## src/rtl/karatsuba_seq_ctrl.sv

```systemverilog
// ---------------------------------------------------------------------------
// karatsuba_seq_ctrl
//
// Sequential N x N -> 2N unsigned multiplier using one Karatsuba step.
// A single (H+1)x(H+1) multiplier is time-shared over three passes:
//   P_LO : z0 = aL * bL
//   P_HI : z2 = aH * bH
//   P_MID: z1 = (aL + aH) * (bL + bH)
//   SUM  : res = (z2 << N) + ((z1 - z2 - z0) << H) + z0
// After the result is registered the block sits in DONE until it is consumed.
//
// Handshake: a transfer happens on a rising edge where valid && ready are
// both high. The producer may not withdraw nothing is stored on the input side
// beyond the accept edge; res/out_valid hold steady while out_valid && !out_ready.
//
// Optional feature (macro KARATSUBA_SEQ_ZERO_SKIP_EN): when defined, an
// accepted pair with a zero operand jumps straight from IDLE to DONE with
// res = 0. When undefined, zero operands take the normal full sequence.
//
// Ports:
//   clk        sole clock, rising edge
//   rst_n      asynchronous active-low reset
//   in_valid   operand pair a/b present
//   in_ready   block accepts operands this cycle (IDLE only)
//   a, b       N-bit unsigned operands
//   out_valid  res holds a completed product (DONE)
//   out_ready  consumer takes res this cycle
//   res        registered 2N-bit product
//   busy       high in every state except IDLE
//   state_dbg  current FSM state encoding, for observation only
// ---------------------------------------------------------------------------
module karatsuba_seq_ctrl #(
    parameter int N = 32
) (
    input  logic           clk,
    input  logic           rst_n,
    input  logic           in_valid,
    output logic           in_ready,
    input  logic [N-1:0]   a,
    input  logic [N-1:0]   b,
    output logic           out_valid,
    input  logic           out_ready,
    output logic [2*N-1:0] res,
    output logic           busy,
    output logic [2:0]     state_dbg
);

    localparam int H = N / 2;

    typedef enum logic [2:0] {
        IDLE  = 3'd0,
        P_LO  = 3'd1,
        P_HI  = 3'd2,
        P_MID = 3'd3,
        SUM   = 3'd4,
        DONE  = 3'd5
    } state_t;

    state_t state_q, state_d;

    logic [N-1:0]   a_q, b_q;
    logic [N-1:0]   z0_q, z2_q;     // products of two H-bit halves fit in N bits
    logic [N+1:0]   z1_q;           // product of two (H+1)-bit half-sums
    logic [H:0]     sum_a, sum_b;
    logic [H:0]     mul_x, mul_y;
    logic [N+1:0]   mul_p;
    logic           accept;
    logic           zero_op;
    logic [2*N+1:0] z0_w, z1_w, z2_w;

    assign accept = in_valid && (state_q == IDLE);

`ifdef KARATSUBA_SEQ_ZERO_SKIP_EN
    assign zero_op = (a == '0) || (b == '0);
`else
    assign zero_op = 1'b0;
`endif

    // ---------------- FSM ----------------
    always_ff @(posedge clk or negedge rst_n) begin
        if (!rst_n) state_q <= IDLE;
        else        state_q <= state_d;
    end

    always_comb begin
        state_d   = state_q;
        in_ready  = 1'b0;
        out_valid = 1'b0;
        busy      = 1'b1;
        case (state_q)
            IDLE: begin
                in_ready = 1'b1;
                busy     = 1'b0;
                if (accept) state_d = zero_op ? DONE : P_LO;
            end
            P_LO:  state_d = P_HI;
            P_HI:  state_d = P_MID;
            P_MID: state_d = SUM;
            SUM:   state_d = DONE;
            DONE: begin
                out_valid = 1'b1;
                if (out_ready) state_d = IDLE;
            end
            default: state_d = IDLE;
        endcase
    end

    assign state_dbg = state_q;

    // ---------------- shared multiplier ----------------
    // Half-sums are H+1 bits so the carry out of aL + aH is kept.
    assign sum_a = {1'b0, a_q[H-1:0]} + {1'b0, a_q[N-1:H]};
    assign sum_b = {1'b0, b_q[H-1:0]} + {1'b0, b_q[N-1:H]};

    always_comb begin
        mul_x = '0;
        mul_y = '0;
        case (state_q)
            P_LO: begin
                mul_x = {1'b0, a_q[H-1:0]};
                mul_y = {1'b0, b_q[H-1:0]};
            end
            P_HI: begin
                mul_x = {1'b0, a_q[N-1:H]};
                mul_y = {1'b0, b_q[N-1:H]};
            end
            P_MID: begin
                mul_x = sum_a;
                mul_y = sum_b;
            end
            default: begin
                mul_x = '0;
                mul_y = '0;
            end
        endcase
    end

    assign mul_p = {{(H+1){1'b0}}, mul_x} * {{(H+1){1'b0}}, mul_y};

    // Recombination is done at 2N+2 bits; the true product fits in 2N bits,
    // so dropping the top two bits never loses information.
    assign z0_w = {{(N+2){1'b0}}, z0_q};
    assign z2_w = {{(N+2){1'b0}}, z2_q};
    assign z1_w = {{N{1'b0}}, z1_q};

    // ---------------- datapath registers ----------------
    always_ff @(posedge clk or negedge rst_n) begin
        if (!rst_n) begin
            a_q  <= '0;
            b_q  <= '0;
            z0_q <= '0;
            z1_q <= '0;
            z2_q <= '0;
            res  <= '0;
        end else begin
            if (accept) begin
                a_q <= a;
                b_q <= b;
                if (zero_op) res <= '0;
            end
            case (state_q)
                P_LO:  z0_q <= mul_p[N-1:0];
                P_HI:  z2_q <= mul_p[N-1:0];
                P_MID: z1_q <= mul_p;
                SUM:   res  <= (2*N)'((z2_w << N) + ((z1_w - z2_w - z0_w) << H) + z0_w);
                default: ;
            endcase
        end
    end

endmodule
```

## config.mk

```make
export PLATFORM = sky130hd
export DESIGN_NAME = karatsuba_seq_ctrl
export DESIGN_NICKNAME = d
export VERILOG_FILES = /design/src/rtl/karatsuba_seq_ctrl.sv
export SDC_FILE = /design/constraint.sdc
export NUM_CORES = 1
export LEC_CHECK = 0
export CAP_MARGIN = 5
export CELL_PAD_IN_SITES_DETAIL_PLACEMENT = 0
export CELL_PAD_IN_SITES_GLOBAL_PLACEMENT = 1
export CORE_MARGIN = 1.5
export CORE_UTILIZATION = 43
export DETAILED_ROUTE_END_ITERATION = 6
export PLACE_DENSITY = 0.87
export SYNTH_ARGS = -nofsm -noshare
export SYNTH_HDL_FRONTEND = slang
export SYNTH_SLANG_ARGS = --single-unit
```

## constraint.sdc

```tcl
create_clock -name clk -period 8.6 [get_ports clk]
set_input_delay 0.86 -clock clk [delete_from_list [all_inputs] [get_ports clk]]
set_output_delay 0.86 -clock clk [all_outputs]
set_load 0.02 [all_outputs]
```

# Word level (Yosys, flattened, before mapping)
# Cells that the tools add are included.
[op_classes]
addsub = 6
multipliers = 1
n_eq_ne = 7
mux = 8
n_reduce_logical = 3
[op_table]
columns = ["operator", "n"]
rows = [
  ["case mux 17 bit (3 select lines)", 2],
  ["adder 64 x 32 -> 64 bit", 1],
  ["adder 64 x 52 -> 64 bit", 1],
  ["subtractor 35 x 33 -> 36 bit", 1],
  ["subtractor 34 x 32 -> 35 bit", 1],
  ["adder 16 x 16 -> 17 bit", 2],
  ["multiplier 17 x 17 -> 34 bit", 1],
  ["case mux 3 bit (6 select lines)", 1],
  ["equality test 3 x 2 -> 1 bit (second input constant)", 2],
  ["equality test 3 bit (second input constant)", 2],
  ["2-to-1 mux 3 bit", 2],
  ["inequality test 2 bit (second input constant)", 2],
  ["equality test 3 x 1 -> 1 bit (second input constant)", 1],
  ["logical NOT 3 bit", 1],
  ["2-to-1 mux 1 bit", 3],
  ["AND reduction 2 bit", 1],
  ["logical AND 1 bit", 1],
]
[totals]
reg_bits = 229
inputBits = 68
out_inout_bits = 70
wordCells = 32

# Logic depth before layout (Yosys ltp)
[depth]
depth_word = 4
ltp_mapped = 36

# Least setup slack after synthesis
# No wires, ideal clock.
[synth_timing]
kind = "register -> register"
startpoint = "register a_q[0]"
endpoint = "register z0_q[28]"
setup_ps = 131
arrival_ps = 8075
slack_ps = 394
stages_incl_launch_ff = 32
path_buffers = 1
path_cell_list = "dfrtp_1 -> ha_1 -> fa_1 -> a21o_1 -> a21oi_1 -> o21bai_1 -> a21o_1 -> a21oi_1 -> o2111ai_1 -> a41oi_1 -> xor2_1 -> a311oi_2 -> clkbuf_1 -> nand2_1 -> fa_1 -> fa_1 -> fa_1 -> inv_1 -> fa_1 -> fa_1 -> inv_1 -> fa_1 -> inv_1 -> ha_1 -> a21oi_1 -> nor2b_1 -> or3_1 -> o311a_1 -> o21ai_2 -> o21bai_1 -> and3_1 -> or3_1"
[synth_via]
elab_chain_cells = 3
[synth_rtl]
columns = ["element", "line", "source"]
rows = [
  ["from (decl)", "61", "logic [N-1:0] a_q, b_q;"],
  ["from (signal assigned)", "149", "a_q <= '0;"],
  ["from (signal assigned)", "157", "a_q <= a;"],
  ["adder 16 x 16 -> 17 bit", "112", "assign sum_a = {1'b0, a_q[H-1:0]} + {1'b0, a_q[N-1:H]};"],
  ["case mux 17 bit (3 select lines) *", "118", "case (state_q)"],
  ["multiplier 17 x 17 -> 34 bit *", "138", "assign mul_p = {{(H+1){1'b0}}, mul_x} * {{(H+1){1'b0}}, mul_y};"],
  ["to (signal assigned)", "162", "P_LO: z0_q <= mul_p[N-1:0];"],
  ["to (decl)", "62", "logic [N-1:0] z0_q, z2_q;"],
]
# Mark *: on every way between the ends. The rest lies on a longest branch, timed or not.
# A chain may end at the register's enable or synchronous reset.

# Worst setup path in the final report
[layout_timing]
startpoint = "register a_q[1]"
endpoint = "register z0_q[28]"
# Same word-level chain as after synthesis.

==> impl_metrics.py <==
metrics = {
    "status": {
        "outcome": "finished, final reports clean",
    },
    "drt": {
        "drt-total-wl_um": 70100,
        "wl_per_cell_um": 17.9,
        "routed-via-count": 20965,
        "route.detailed.drc": 0,
        "drt_iter0_drc": 1443,
        "firstDrtPassIters": 7,
        "vias_per_cell": 5.36,
        "drtAntennaViolNets": 0,
    },
    "clock_tree": {
        "clockBufferDepth": 3,
        "htreeDepth": 1,
        "root_buffer": "clkbuf_16",
        "cts.sinks": 229,
        "clk_pin_slew_worst_paths_ns": 0.06,
        "tritoncts": "built",
        "insertion_delay_ns": 0.56,
        "cts_buffers": 26,
    },
    "worst_setup_path": {
        "cp_slowest_stage_delay_ns": 0.57,
        "crit_top_cell": "fa_1",
        "r2r_setup_slack_ns": 0.29,
        "setup.worst_path.start": "a_q[1]$_DFFE_PN0P_",
        "cp-endpoint": "z0_q[28]$_DFFE_PN0N_",
        "worstPathArrival_ns": 8.74,
        "crit_family": "adder cells",
        "crit_type": "flip-flop to flip-flop",
        "reg2reg_to": "z0_q[28]$_DFFE_PN0N_",
        "crit_path_top_delay_cell": "fa_1",
        "crit_path_end_kind": "flip-flop",
        "cp_num_buf_inv": 5,
        "crit_cells": 31,
        "r2r-start": "a_q[1]$_DFFE_PN0P_",
        "worstRegToRegCells": 31,
        "path_max_fanout": 6,
        "required_ns": 9.03,
        "start_kind": "flip-flop",
    },
    "die": {
        "initial_core_util": 0.434,
        "core_um2": 59000,
        "die_h_um": 247,
        "num_rows": 89,
        "ios": 138,
        "dieArea_um2": 61100,
        "die-width_um": 247,
    },
    "global_routing": {
        "grt_max_degree": 94,
        "grt_usage": 0.232,
        "grt_pass1_wl_um": 112000,
        "overflow": 0,
        "grt_pass1_vias": 20749,
        "antenna_found_initial": 0,
    },
    "placement": {
        "dpl_worst_slack_ns": -0.00676,
        "dpl.hpwl_um": 56800,
        "portBuffers": 137,
        "place_congestion": 0.963,
        "placed_area_um2": 28300,
    },
    "synth": {
        "synthDistinctLibCells": 84,
        "synthFlopType": "dfrtp_1",
        "async_flop_share": 1.00,
        "post_synth.cell_area_avg_um2": 8.64,
        "syn_inst": 2967,
        "synth_nets": 3515,
        "netlist_area_um2": 25600,
        "synth.yosys.seq_area_share": 0.224,
        "synth-edff-count": 0,
        "synth_warnings": 0,
        "ys_ff_latch": 229,
    },
    "sta": {
        "tns_ns": 0,
        "clock_skew_ns": 0.0160,
        "period_share": 0.966,
        "timing.hold.ws_ns": 0.264,
        "hold_viol": 0,
        "layout_setup_ws_ns": 0.290,
        "rsz0062_at_grt": "true",
        "max_freq_mhz": 120,
        "setup_violations": 0,
        "drv_slew": 0,
        "fin_crit_ns": 8.31,
        "worst_pin_slew_ns": 0.928,
        "relSlewSlack": 0.381,
    },
    "layout": {
        "antenna_cells": 0,
        "synthToLayoutAreaGrowth_pct": 14.8,
        "nNetsFinal": 3666,
        "drive_gt1_frac": 0.0937,
        "fillerInstances": 5746,
        "fin_area_um2": 29400,
    },
    "hold_path": {
        "hold_path.class": "input port to async pin",
    },
    "job": {
        "maxCapViolations": 0,
    },
}
==> layout make-up <==
| type | count | area (µm²) | share of cell area |
|---|---|---|---|
| Clock inverter | 13 | 149 | 0.00506 |
| Timing Repair Buffer | 230 | 2150 | 0.0732 |
| Multi-Input combinational cell | 2253 | 18300 | 0.621 |
| Clock buffer | 34 | 722 | 0.0245 |
| Sequential cell | 229 | 5730 | 0.195 |
| Tap cell | 773 | 967 | 0.0329 |
| Inverter | 378 | 1420 | 0.0482 |
==> Yosys cell counts (all sizes together) (4+ instances only) <==
| master | count | share of area |
|---|---|---|
| a211oi | 22 | 0.0070 |
| a21boi | 13 | 0.0038 |
| a21o | 70 | 0.021 |
| a21oi | 176 | 0.035 |
| a221o | 9 | 0.0035 |
| a221oi | 11 | 0.0045 |
| a22oi | 19 | 0.0058 |
| a311oi | 4 | 0.0021 |
| a31oi | 14 | 0.0034 |
| a41oi | 4 | 0.0020 |
| and2 | 70 | 0.017 |
| and3 | 18 | 0.0044 |
| buf | 10 | 0.0020 |
| clkbuf | 97 | 0.014 |
| dfrtp | 229 | 0.22 |
| fa | 229 | 0.18 |
| ha | 251 | 0.12 |
| inv | 378 | 0.055 |
| mux2 | 73 | 0.032 |
| mux2i | 9 | 0.0035 |
| nand2 | 486 | 0.071 |
| nand2b | 19 | 0.0046 |
| nand3 | 39 | 0.0076 |
| nand3b | 6 | 0.0018 |
| nand4 | 14 | 0.0034 |
| nor2 | 132 | 0.019 |
| nor2b | 17 | 0.0041 |
| nor3 | 32 | 0.0062 |
| nor3b | 10 | 0.0029 |
| nor4b | 4 | 0.0016 |
| o211ai | 8 | 0.0023 |
| o21a | 23 | 0.0067 |
| o21ai | 231 | 0.046 |
| o21bai | 27 | 0.0079 |
| o311a | 4 | 0.0020 |
| o31a | 4 | 0.0014 |
| o31ai | 10 | 0.0031 |
| or2 | 6 | 0.0015 |
| or3 | 13 | 0.0032 |
| xnor2 | 86 | 0.029 |
| xor2 | 52 | 0.018 |
==> sequential cells by signal, indices dropped and copies added, names as in the netlist <==
register   count
a_q           32
b_q           32
z2_q          32
z0_q          32
state_dbg      3
res           64
z1_q          34
==> layer usage <==
| metal | share of wire | up-vias | GRT usage |
|---|---|---|---|
| met4 | 0.051 | 0 | 0.105 |
| met2 | 0.46 | 588 | 0.381 |
| met3 | 0.054 | 151 | 0.0302 |
| li1 | - | 10193 | - |
| met5 | 0 | - | 0 |
| met1 | 0.43 | 10033 | 0.304 |
==> layout by cell type (no fill, tap or decap), types with 18 or more instances in the layout <==
| cell type | synthesis | routed |
|---|---|---|
| xnor2_1 | 86 | 86 |
| o21bai_1 | 27 | 25 |
| a21oi_1 | 173 | 164 |
| buf_4 | 0 | 86 |
| fa_1 | 229 | 228 |
| and2_1 | 70 | 69 |
| dfrtp_1 | 229 | 228 |
| clkdlybuf4s50_1 | 0 | 136 |
| xor2_1 | 52 | 51 |
| and3_1 | 18 | 18 |
| clkbuf_16 | 0 | 27 |
| a21o_1 | 69 | 69 |
| nand2_1 | 485 | 482 |
| mux2_2 | 73 | 73 |
| nand3_1 | 39 | 39 |
| a211oi_1 | 19 | 18 |
| nand2b_1 | 19 | 18 |
| nor2_1 | 132 | 128 |
| o21ai_0 | 199 | 199 |
| o21a_1 | 23 | 23 |
| inv_1 | 377 | 377 |
| nor3_1 | 32 | 29 |
| o21ai_1 | 28 | 26 |
| ha_1 | 251 | 249 |
==> cell families (layout without fill, tap and decap cells) <==
group           count (synthesis)  after routing  share of synthesized area
flops                         229            229                      0.224
fa+ha+maj                     480            480                      0.301
compound gates                679            679                      0.169
buf+inv                       485            655                     0.0715
simple gates                  874            874                      0.152
xor+xnor                      138            138                     0.0471
mux                            82             82                     0.0356
==> worst min path at each step <==
stage,from,to,slack [ns],cells past startpoint
3_3_place_gp,res[59]$_DFFE_PN0P_,res[59]$_DFFE_PN0P_,0.46,2
4_1_cts,rst_n,res[47]$_DFFE_PN0P_,0.34,1
5_1_grt,rst_n,res[52]$_DFFE_PN0P_,0.33,1
3_5_place_dp,res[16]$_DFFE_PN0P_,res[16]$_DFFE_PN0P_,0.46,2
6_report,rst_n,res[47]$_DFFE_PN0P_,0.26,1
2_1_floorplan,z0_q[10]$_DFFE_PN0N_,z0_q[10]$_DFFE_PN0N_,0.45,2
==> worst register-to-register path, delay by kind of cell (launching register included) <==
kind	cells	cell delay (ns)
AO/OA/AOI/OAI	10	2.10
XOR/XNOR	1	0.16
adder cells (fa/ha/maj)	8	3.65
buffers and inverters	5	0.43
flip-flops	1	0.44
AND/OR/NAND/NOR	7	1.41
==> stage by stage <==
stage	util	instances
floorplan	-	2967
global placement	0.479	3850
detailed placement	0.479	3850
CTS	0.494	3897
global route	0.499	3910
finish	0.499	3910
==> what timing repair did <==
| item | in CTS | in global routing |
|---|---|---|
| resized for setup | 1 | 44 |
| setup endpoints to repair | 3 | 36 |
| pin swaps | 0 | 20 |
| setup buffers | 0 | 13 |
| gates cloned | 0 | 0 |
| hold buffers | 0 | 0 |
Power is left out: the tool's default activity adds up to more than one toggle a clock period on the data nets, which glitch-free logic cannot reach.
